--- config.mk ---
export PLATFORM = sky130hd
export DESIGN_NAME = crossbar_ctrl
export DESIGN_NICKNAME = d
export VERILOG_FILES = /design/src/rtl/crossbar_ctrl.sv
export SDC_FILE = /design/constraint.sdc
export NUM_CORES = 1
export LEC_CHECK = 0
export CORE_UTILIZATION = 49
export CTS_BUF_LIST = sky130_fd_sc_hd__clkbuf_4
export DETAILED_ROUTE_END_ITERATION = 16
export GPL_TIMING_DRIVEN = 0
export PLACE_DENSITY = 0.93
export SYNTH_ARGS = -nofsm -noshare
export SYNTH_HDL_FRONTEND = slang
export SYNTH_SLANG_ARGS = --single-unit
--- constraint.sdc ---
create_clock -name clk -period 2.3 [get_ports clk]
set_clock_uncertainty 0.1 [all_clocks]
set_input_delay 0.345 -clock clk [delete_from_list [all_inputs] [get_ports clk]]
set_output_delay 0.345 -clock clk [all_outputs]
set_load 0.01 [all_outputs]
--- src/rtl/crossbar_ctrl.sv ---
// Command sequencer for the 8x8 ReRAM crossbar: row write, MAC read and form pulse timing.
// Optional per-op acceptance counters are compiled in with CROSSBAR_CTRL_STATS_EN.
module crossbar_ctrl #(
   parameter int PULSE_CYCLES = 2,
   parameter int FORM_CYCLES  = 8,
   parameter int READ_CYCLES  = 2
) (
   input  logic       clk,
   input  logic       rst,
   input  logic       cmd_valid,
   output logic       cmd_ready,
   input  logic [1:0] cmd_op,
   input  logic [2:0] cmd_row,
   input  logic [7:0] cmd_data,
   output logic [7:0] bitline,
   output logic [7:0] wordline,
   output logic [7:0] selectline,
   output logic       wenable,
   output logic       form,
   output logic       mac,
   input  logic [7:0] xbar_out,
   output logic       res_valid,
   input  logic       res_ready,
   output logic [7:0] res_data,
   output logic       busy
`ifdef CROSSBAR_CTRL_STATS_EN
   ,
   output logic [15:0] write_count,
   output logic [15:0] mac_count,
   output logic [15:0] form_count
`endif
);

   localparam int MAX_A = (PULSE_CYCLES > FORM_CYCLES) ? PULSE_CYCLES : FORM_CYCLES;
   localparam int MAX_C = (MAX_A > READ_CYCLES) ? MAX_A : READ_CYCLES;
   localparam int CW    = (MAX_C > 1) ? $clog2(MAX_C) : 1;

   localparam logic [1:0] OP_WRITE = 2'b00;
   localparam logic [1:0] OP_MAC   = 2'b01;
   localparam logic [1:0] OP_FORM  = 2'b10;

   typedef enum logic [2:0] {
      IDLE,
      RST_PH,
      SET_PH,
      FORM_PH,
      READ_PH,
      GAP,
      RESULT
   } state_t;

   state_t        state, state_nx;
   logic [CW-1:0] cnt, cnt_nx;
   logic [2:0]    row_q, row_nx;
   logic [7:0]    data_q, data_nx;
   logic          res_valid_nx;
   logic [7:0]    res_data_nx;
   logic [7:0]    bitline_nx, wordline_nx, selectline_nx;
   logic          wenable_nx, form_nx, mac_nx;
   logic          accept;

   assign cmd_ready = (state == IDLE);
   assign busy      = (state != IDLE);
   assign accept    = cmd_valid && cmd_ready;

   always_comb begin
      state_nx     = state;
      cnt_nx       = cnt;
      row_nx       = row_q;
      data_nx      = data_q;
      res_valid_nx = res_valid;
      res_data_nx  = res_data;

      case (state)
         IDLE: begin
            if (accept) begin
               case (cmd_op)
                  OP_WRITE: begin
                     state_nx = RST_PH;
                     cnt_nx   = CW'(PULSE_CYCLES - 1);
                     row_nx   = cmd_row;
                     data_nx  = cmd_data;
                  end
                  OP_MAC: begin
                     state_nx = READ_PH;
                     cnt_nx   = CW'(READ_CYCLES - 1);
                     data_nx  = cmd_data;
                  end
                  OP_FORM: begin
                     state_nx = FORM_PH;
                     cnt_nx   = CW'(FORM_CYCLES - 1);
                  end
                  default: state_nx = IDLE;
               endcase
            end
         end
         RST_PH: begin
            if (cnt == '0) begin
               state_nx = SET_PH;
               cnt_nx   = CW'(PULSE_CYCLES - 1);
            end else begin
               cnt_nx = cnt - CW'(1);
            end
         end
         SET_PH: begin
            if (cnt == '0) state_nx = GAP;
            else           cnt_nx   = cnt - CW'(1);
         end
         FORM_PH: begin
            if (cnt == '0) state_nx = GAP;
            else           cnt_nx   = cnt - CW'(1);
         end
         READ_PH: begin
            // xbar_out is captured on the edge that ends the final read cycle
            if (cnt == '0) begin
               state_nx     = RESULT;
               res_valid_nx = 1'b1;
               res_data_nx  = xbar_out;
            end else begin
               cnt_nx = cnt - CW'(1);
            end
         end
         GAP: state_nx = IDLE;
         RESULT: begin
            if (res_ready) begin
               state_nx     = GAP;
               res_valid_nx = 1'b0;
            end
         end
         default: state_nx = IDLE;
      endcase
   end

   // Line drivers are registered, so decode the pattern for the state being entered.
   always_comb begin
      bitline_nx    = 8'h00;
      wordline_nx   = 8'h00;
      selectline_nx = 8'h00;
      wenable_nx    = 1'b0;
      form_nx       = 1'b0;
      mac_nx        = 1'b0;
      case (state_nx)
         RST_PH: begin
            wordline_nx   = 8'b1 << row_nx;
            selectline_nx = ~data_nx;
            wenable_nx    = 1'b1;
         end
         SET_PH: begin
            wordline_nx = 8'b1 << row_nx;
            bitline_nx  = data_nx;
            wenable_nx  = 1'b1;
         end
         FORM_PH: begin
            wordline_nx = 8'hFF;
            bitline_nx  = 8'hFF;
            wenable_nx  = 1'b1;
            form_nx     = 1'b1;
         end
         READ_PH: begin
            wordline_nx = data_nx;
            mac_nx      = 1'b1;
         end
         default: ;
      endcase
   end

   always_ff @(posedge clk) begin
      if (rst) begin
         state      <= IDLE;
         cnt        <= '0;
         row_q      <= '0;
         data_q     <= '0;
         res_valid  <= 1'b0;
         res_data   <= 8'h00;
         bitline    <= 8'h00;
         wordline   <= 8'h00;
         selectline <= 8'h00;
         wenable    <= 1'b0;
         form       <= 1'b0;
         mac        <= 1'b0;
      end else begin
         state      <= state_nx;
         cnt        <= cnt_nx;
         row_q      <= row_nx;
         data_q     <= data_nx;
         res_valid  <= res_valid_nx;
         res_data   <= res_data_nx;
         bitline    <= bitline_nx;
         wordline   <= wordline_nx;
         selectline <= selectline_nx;
         wenable    <= wenable_nx;
         form       <= form_nx;
         mac        <= mac_nx;
      end
   end

`ifdef CROSSBAR_CTRL_STATS_EN
   always_ff @(posedge clk) begin
      if (rst) begin
         write_count <= 16'h0000;
         mac_count   <= 16'h0000;
         form_count  <= 16'h0000;
      end else if (accept) begin
         case (cmd_op)
            OP_WRITE: if (write_count != 16'hFFFF) write_count <= write_count + 16'd1;
            OP_MAC:   if (mac_count   != 16'hFFFF) mac_count   <= mac_count + 16'd1;
            OP_FORM:  if (form_count  != 16'hFFFF) form_count  <= form_count + 16'd1;
            default: ;
         endcase
      end
   end
`endif

endmodule

==> report_table.html <==
<table>
<tr><th>Metric</th><th>Value</th></tr>
<tr><th colspan="2">Global routing</th></tr>
<tr><td>Global routing usage summed across all routing layers</td><td>0.238</td></tr>
<tr><td>Wire length of the first global-routing pass</td><td>8170 µm</td></tr>
<tr><td>Number of global-route vias before repair</td><td>~1800</td></tr>
<tr><td>Pin count of the biggest net entering global routing</td><td>17</td></tr>
<tr><td>Total congestion overflow</td><td>0</td></tr>
<tr><td>Number of antenna violations at the first check in global routing</td><td>0</td></tr>
<tr><th colspan="2">Synth</th></tr>
<tr><td>Leading cell types by count after synthesis</td><td>53 x sky130_fd_sc_hd__dfxtp_1, 35 x sky130_fd_sc_hd__nor2_1, 25 x sky130_fd_sc_hd__a21oi_1</td></tr>
<tr><td>Number of instances in the synthesized netlist</td><td>234</td></tr>
<tr><td>Mapped Area</td><td>2190 µm²</td></tr>
<tr><td>Count of flip-flops with a built-in enable after synthesis</td><td>0</td></tr>
<tr><td>Top FF cell, synth</td><td>sky130_fd_sc_hd__dfxtp_1</td></tr>
<tr><td>Dominant cells by area after synthesis</td><td>sky130_fd_sc_hd__dfxtp_1 48%, sky130_fd_sc_hd__mux2i_1 9.1%, sky130_fd_sc_hd__nor2_1 6.0%</td></tr>
<tr><td>Post-synthesis net count</td><td>261</td></tr>
<tr><td>Most common cell in the synthesized netlist</td><td>sky130_fd_sc_hd__dfxtp_1</td></tr>
<tr><td>Synth cell types</td><td>39</td></tr>
<tr><td>Fraction of the yosys area taken by sequential cells</td><td>0.484</td></tr>
<tr><td>Async set or reset register ratio after synthesis</td><td>0</td></tr>
<tr><td>Post-synthesis sequential element count</td><td>53</td></tr>
<tr><td>Yosys warns</td><td>0</td></tr>
<tr><td>Most area-hungry cell type in the Yosys netlist</td><td>sky130_fd_sc_hd__dfxtp_1</td></tr>
<tr><td>Mapped Avg Cell Area</td><td>9.37 µm²</td></tr>
<tr><td>Fraction of synthesized cell area taken by the top area cell type</td><td>0.484</td></tr>
<tr><th colspan="2">Worst setup path</th></tr>
<tr><td>Endpoint class of the critical path</td><td>output pin</td></tr>
<tr><td>Count of cells along the worst register-to-register path</td><td>8</td></tr>
<tr><td>Type of element launching the critical path</td><td>register</td></tr>
<tr><td>Data arrival, critical path</td><td>1780 ps</td></tr>
<tr><td>Worst Path Class, Setup</td><td>register to output pin</td></tr>
<tr><td>Critical path fanouts, max</td><td>10</td></tr>
<tr><td>Worst path slowest cell</td><td>sky130_fd_sc_hd__clkdlybuf4s50_1</td></tr>
<tr><td>Start of the worst register-to-register path</td><td>cnt[0]$_SDFFE_PP0P_</td></tr>
<tr><td>WP data required</td><td>1860 ps</td></tr>
<tr><td>Destination of the worst register-to-register timing path</td><td>wordline[1]$_SDFF_PP0_</td></tr>
<tr><td>Crit path cell chain</td><td>clkbuf_4 -&gt; nor3_4 -&gt; inv_1 -&gt; clkdlybuf4s50_1</td></tr>
<tr><td>Worst-case register-to-register setup slack</td><td>120 ps</td></tr>
<tr><td>Worst path max stage delay</td><td>530 ps</td></tr>
<tr><th colspan="2">Final layout</th></tr>
<tr><td>End-of-flow core utilization</td><td>0.721</td></tr>
<tr><td>Nets</td><td>330</td></tr>
<tr><td>Filler Cells Inserted</td><td>340</td></tr>
<tr><td>Post-synthesis to final-layout area growth</td><td>36.3%</td></tr>
<tr><td>Fraction of layout cells with a size suffix above 1</td><td>0.135</td></tr>
<tr><td>Post-layout instance area</td><td>2990 µm²</td></tr>
<tr><td>Count of inserted antenna diode cells</td><td>0</td></tr>
<tr><th colspan="2">CTS</th></tr>
<tr><td>Clock slew at reported path FFs</td><td>150 ps</td></tr>
<tr><td>Clock buffer count from CTS</td><td>5</td></tr>
<tr><td>Root buffer cell</td><td>sky130_fd_sc_hd__clkbuf_4</td></tr>
<tr><td>CTS sink count</td><td>53</td></tr>
<tr><td>Buffers inserted during post-CTS setup optimization</td><td>0</td></tr>
<tr><td>CTS tree</td><td>done</td></tr>
<tr><td>Depth of the CTS H-tree</td><td>2</td></tr>
<tr><td>Clock Path Buffers</td><td>2</td></tr>
<tr><td>Clock latency on the worst-skew pair</td><td>380 ps</td></tr>
<tr><th colspan="2">Pwr</th></tr>
<tr><td>Max IR drop VDD</td><td>714 µV</td></tr>
<tr><td>Areal power density over the cells</td><td>1170 nW/µm²</td></tr>
<tr><td>Static leakage</td><td>1.17 nW</td></tr>
<tr><th colspan="2">Worst hold path</th></tr>
<tr><td>Min-Delay Path Class</td><td>register to register</td></tr>
<tr><td>Worst Hold Launch</td><td>res_valid$_SDFFE_PP0P_</td></tr>
<tr><td>Number of cells on the worst hold path</td><td>2</td></tr>
<tr><td>Hold worst-path end</td><td>res_valid$_SDFFE_PP0P_</td></tr>
<tr><th colspan="2">STA</th></tr>
<tr><td>Final count of pins violating max slew</td><td>0</td></tr>
<tr><td>Maximum frequency from static timing analysis</td><td>0.450 GHz</td></tr>
<tr><td>Final worst-path cycle share</td><td>0.966</td></tr>
<tr><td>Remaining max-slew budget at the tightest pin</td><td>0.613</td></tr>
<tr><td>Final critical path time including I/O delays and setup</td><td>about 2200 ps</td></tr>
<tr><td>Worst-Margin Slew</td><td>580 ps</td></tr>
<tr><td>Hold violation total from the final report</td><td>0</td></tr>
<tr><td>Min setup slack post-route</td><td>77.1 ps</td></tr>
<tr><td>Endpoints failing setup</td><td>0</td></tr>
<tr><th colspan="2">Route</th></tr>
<tr><td>Remaining design rule violation count</td><td>0</td></tr>
<tr><td>Total routed wirelength</td><td>approximately 5300 µm</td></tr>
<tr><td>Detailed Route Iter0 Violations</td><td>131</td></tr>
<tr><td>Number of optimization iterations in the first detailed-route pass</td><td>4</td></tr>
<tr><td>Count of antenna-violating nets left after detailed routing</td><td>0</td></tr>
<tr><td>Total via count in the routed design</td><td>1966</td></tr>
<tr><td>Ratio of routed vias to standard cells</td><td>between 5 and 6</td></tr>
<tr><td>Per-cell routed wire length</td><td>between 10 and 15 µm</td></tr>
<tr><th colspan="2">Die</th></tr>
<tr><td>Area of the core</td><td>4140 µm²</td></tr>
<tr><td>Height of the die</td><td>68.9 µm</td></tr>
<tr><td>Top-level port count</td><td>63</td></tr>
<tr><td>Die footprint</td><td>roughly 4700 µm²</td></tr>
<tr><td>Core Rows</td><td>23</td></tr>
<tr><td>Overall die width</td><td>68.9 µm</td></tr>
<tr><td>Initial core utilization</td><td>0.529</td></tr>
<tr><th colspan="2">Run</th></tr>
<tr><td>Number of maximum-capacitance constraint violations</td><td>0</td></tr>
<tr><th colspan="2">Status</th></tr>
<tr><td>Result of the run</td><td>finished, final reports clean</td></tr>
<tr><th colspan="2">Placed design</th></tr>
<tr><td>HPWL reported at the end of detailed placement</td><td>3960 µm</td></tr>
<tr><td>Port Buffer Count</td><td>62</td></tr>
<tr><td>Global placement routability congestion</td><td>just over 0.9</td></tr>
<tr><td>Cell area after placement</td><td>2880 µm²</td></tr>
<tr><td>Worst setup slack before clock tree synthesis</td><td>-375 ps</td></tr>
</table>
-- area by class of cell --
class                      count  area (µm²)  area share
clock buffer                   6        45.0      0.0151
buffer                        13        66.3      0.0222
clock inverter                 2        13.8     0.00461
tap                           50        62.6      0.0209
timing repair buffer          62         623       0.209
inverter                       5        18.8     0.00628
multi-input combinational    163        1100       0.367
sequential                    53        1060       0.356
-- worst max-delay path: cells and delay by family, from the launching register on --
kind | cells | cell delay, ps
DFF | 1 | 460
and+or+nand+nor | 1 | 70
buffers and inverters | 3 | 870
-- kinds of logic (layout without fill, tap and decap cells) --
group                      after synthesis  count (layout)  share of synthesized area
AOI/OAI and AO/OA                       57              57                      0.152
adders and majority gates                2               2                     0.0114
buffers and inverters                   18              88                     0.0377
DFF                                     53              53                      0.484
muxes                                   28              28                      0.132
and+or+nand+nor                         76              76                      0.183
-- metal layers --
layer	GRT usage	share of wire
met3	0.0691	0.069
met1	0.275	0.40
met2	0.414	0.51
met5	0	0
met4	0.0842	0.016
-- registers in the layout (all words and copies together) (netlist names) --
signal / count
wordline: 8
res_valid: 1
form: 1
bitline: 8
cnt: 3
row_q: 3
res_data: 8
mac: 1
selectline: 8
state: 3
wenable: 1
data_q: 8
-- what timing repair did --
action / in CTS / in global routing
endpoints found under the setup margin: 2 / 23
gates resized for setup: 1 / 13
hold buffers: 0 / 0
pin swaps: 0 / 1
-- worst max path at each step --
stage	start	end	slack [ps]	cells past startpoint
floorplan	cnt[0]$_SDFFE_PP0P_	selectline[7]$_SDFF_PP0_	300	9
finish	state[1]$_SDFF_PP0_	busy	80	4
global placement	cmd_op[0]	wordline[4]$_SDFF_PP0_	-280	7
CTS	cnt[0]$_SDFFE_PP0P_	wordline[0]$_SDFF_PP0_	8	8
detailed placement	cmd_op[0]	wordline[0]$_SDFF_PP0_	-370	7
global route	cnt[0]$_SDFFE_PP0P_	wordline[0]$_SDFF_PP0_	-20	8
-- per-stage QoR --
| step | instances | total power [W] | hold slack, ps | TNS (ps) |
|---|---|---|---|---|
| detailed placement | 346 | 0.00294 | 363 | -5390 |
| CTS | 354 | 0.00338 | 387 | 0 |
| global route | 354 | 0.00374 | 433 | -66.4 |
| floorplan | 234 | 0.00231 | 346 | 0 |
| finish | 354 | 0.00349 | 392 | 0 |
| global placement | 346 | 0.00288 | 348 | -3940 |
-- power by group --
group	internal [W]	switching, W	total [W]	leakage (nW)
clock network	0.000135	0.000297	0.000431	0.0360
registers	0.00114	0.000108	0.00124	0.431
logic	0.000832	0.000986	0.00182	0.704
-- cell usage in the layout, fill, tap and decap left out, types with 2 or more instances in the layout --
cell and count:
sky130_fd_sc_hd__and3b_1 2, sky130_fd_sc_hd__mux2i_1 19, sky130_fd_sc_hd__dfxtp_1 52, sky130_fd_sc_hd__nand3_1 4
sky130_fd_sc_hd__ha_1 2, sky130_fd_sc_hd__nand2b_1 5, sky130_fd_sc_hd__nor2b_1 2, sky130_fd_sc_hd__o22ai_1 8
sky130_fd_sc_hd__clkbuf_4 7, sky130_fd_sc_hd__clkbuf_1 6, sky130_fd_sc_hd__o21ai_1 2, sky130_fd_sc_hd__nand4_1 2
sky130_fd_sc_hd__o21a_1 2, sky130_fd_sc_hd__inv_1 4, sky130_fd_sc_hd__nand2_1 8, sky130_fd_sc_hd__clkdlybuf4s50_1 61
sky130_fd_sc_hd__a211oi_1 2, sky130_fd_sc_hd__nor3b_1 4, sky130_fd_sc_hd__mux2_2 8, sky130_fd_sc_hd__nor2_1 34
sky130_fd_sc_hd__buf_2 5, sky130_fd_sc_hd__o21ai_0 11, sky130_fd_sc_hd__nor3_1 2, sky130_fd_sc_hd__a21oi_1 24
sky130_fd_sc_hd__a21oi_2 2, sky130_fd_sc_hd__nor3_2 2
No activity file was read; power rests on OpenSTA's default activity.
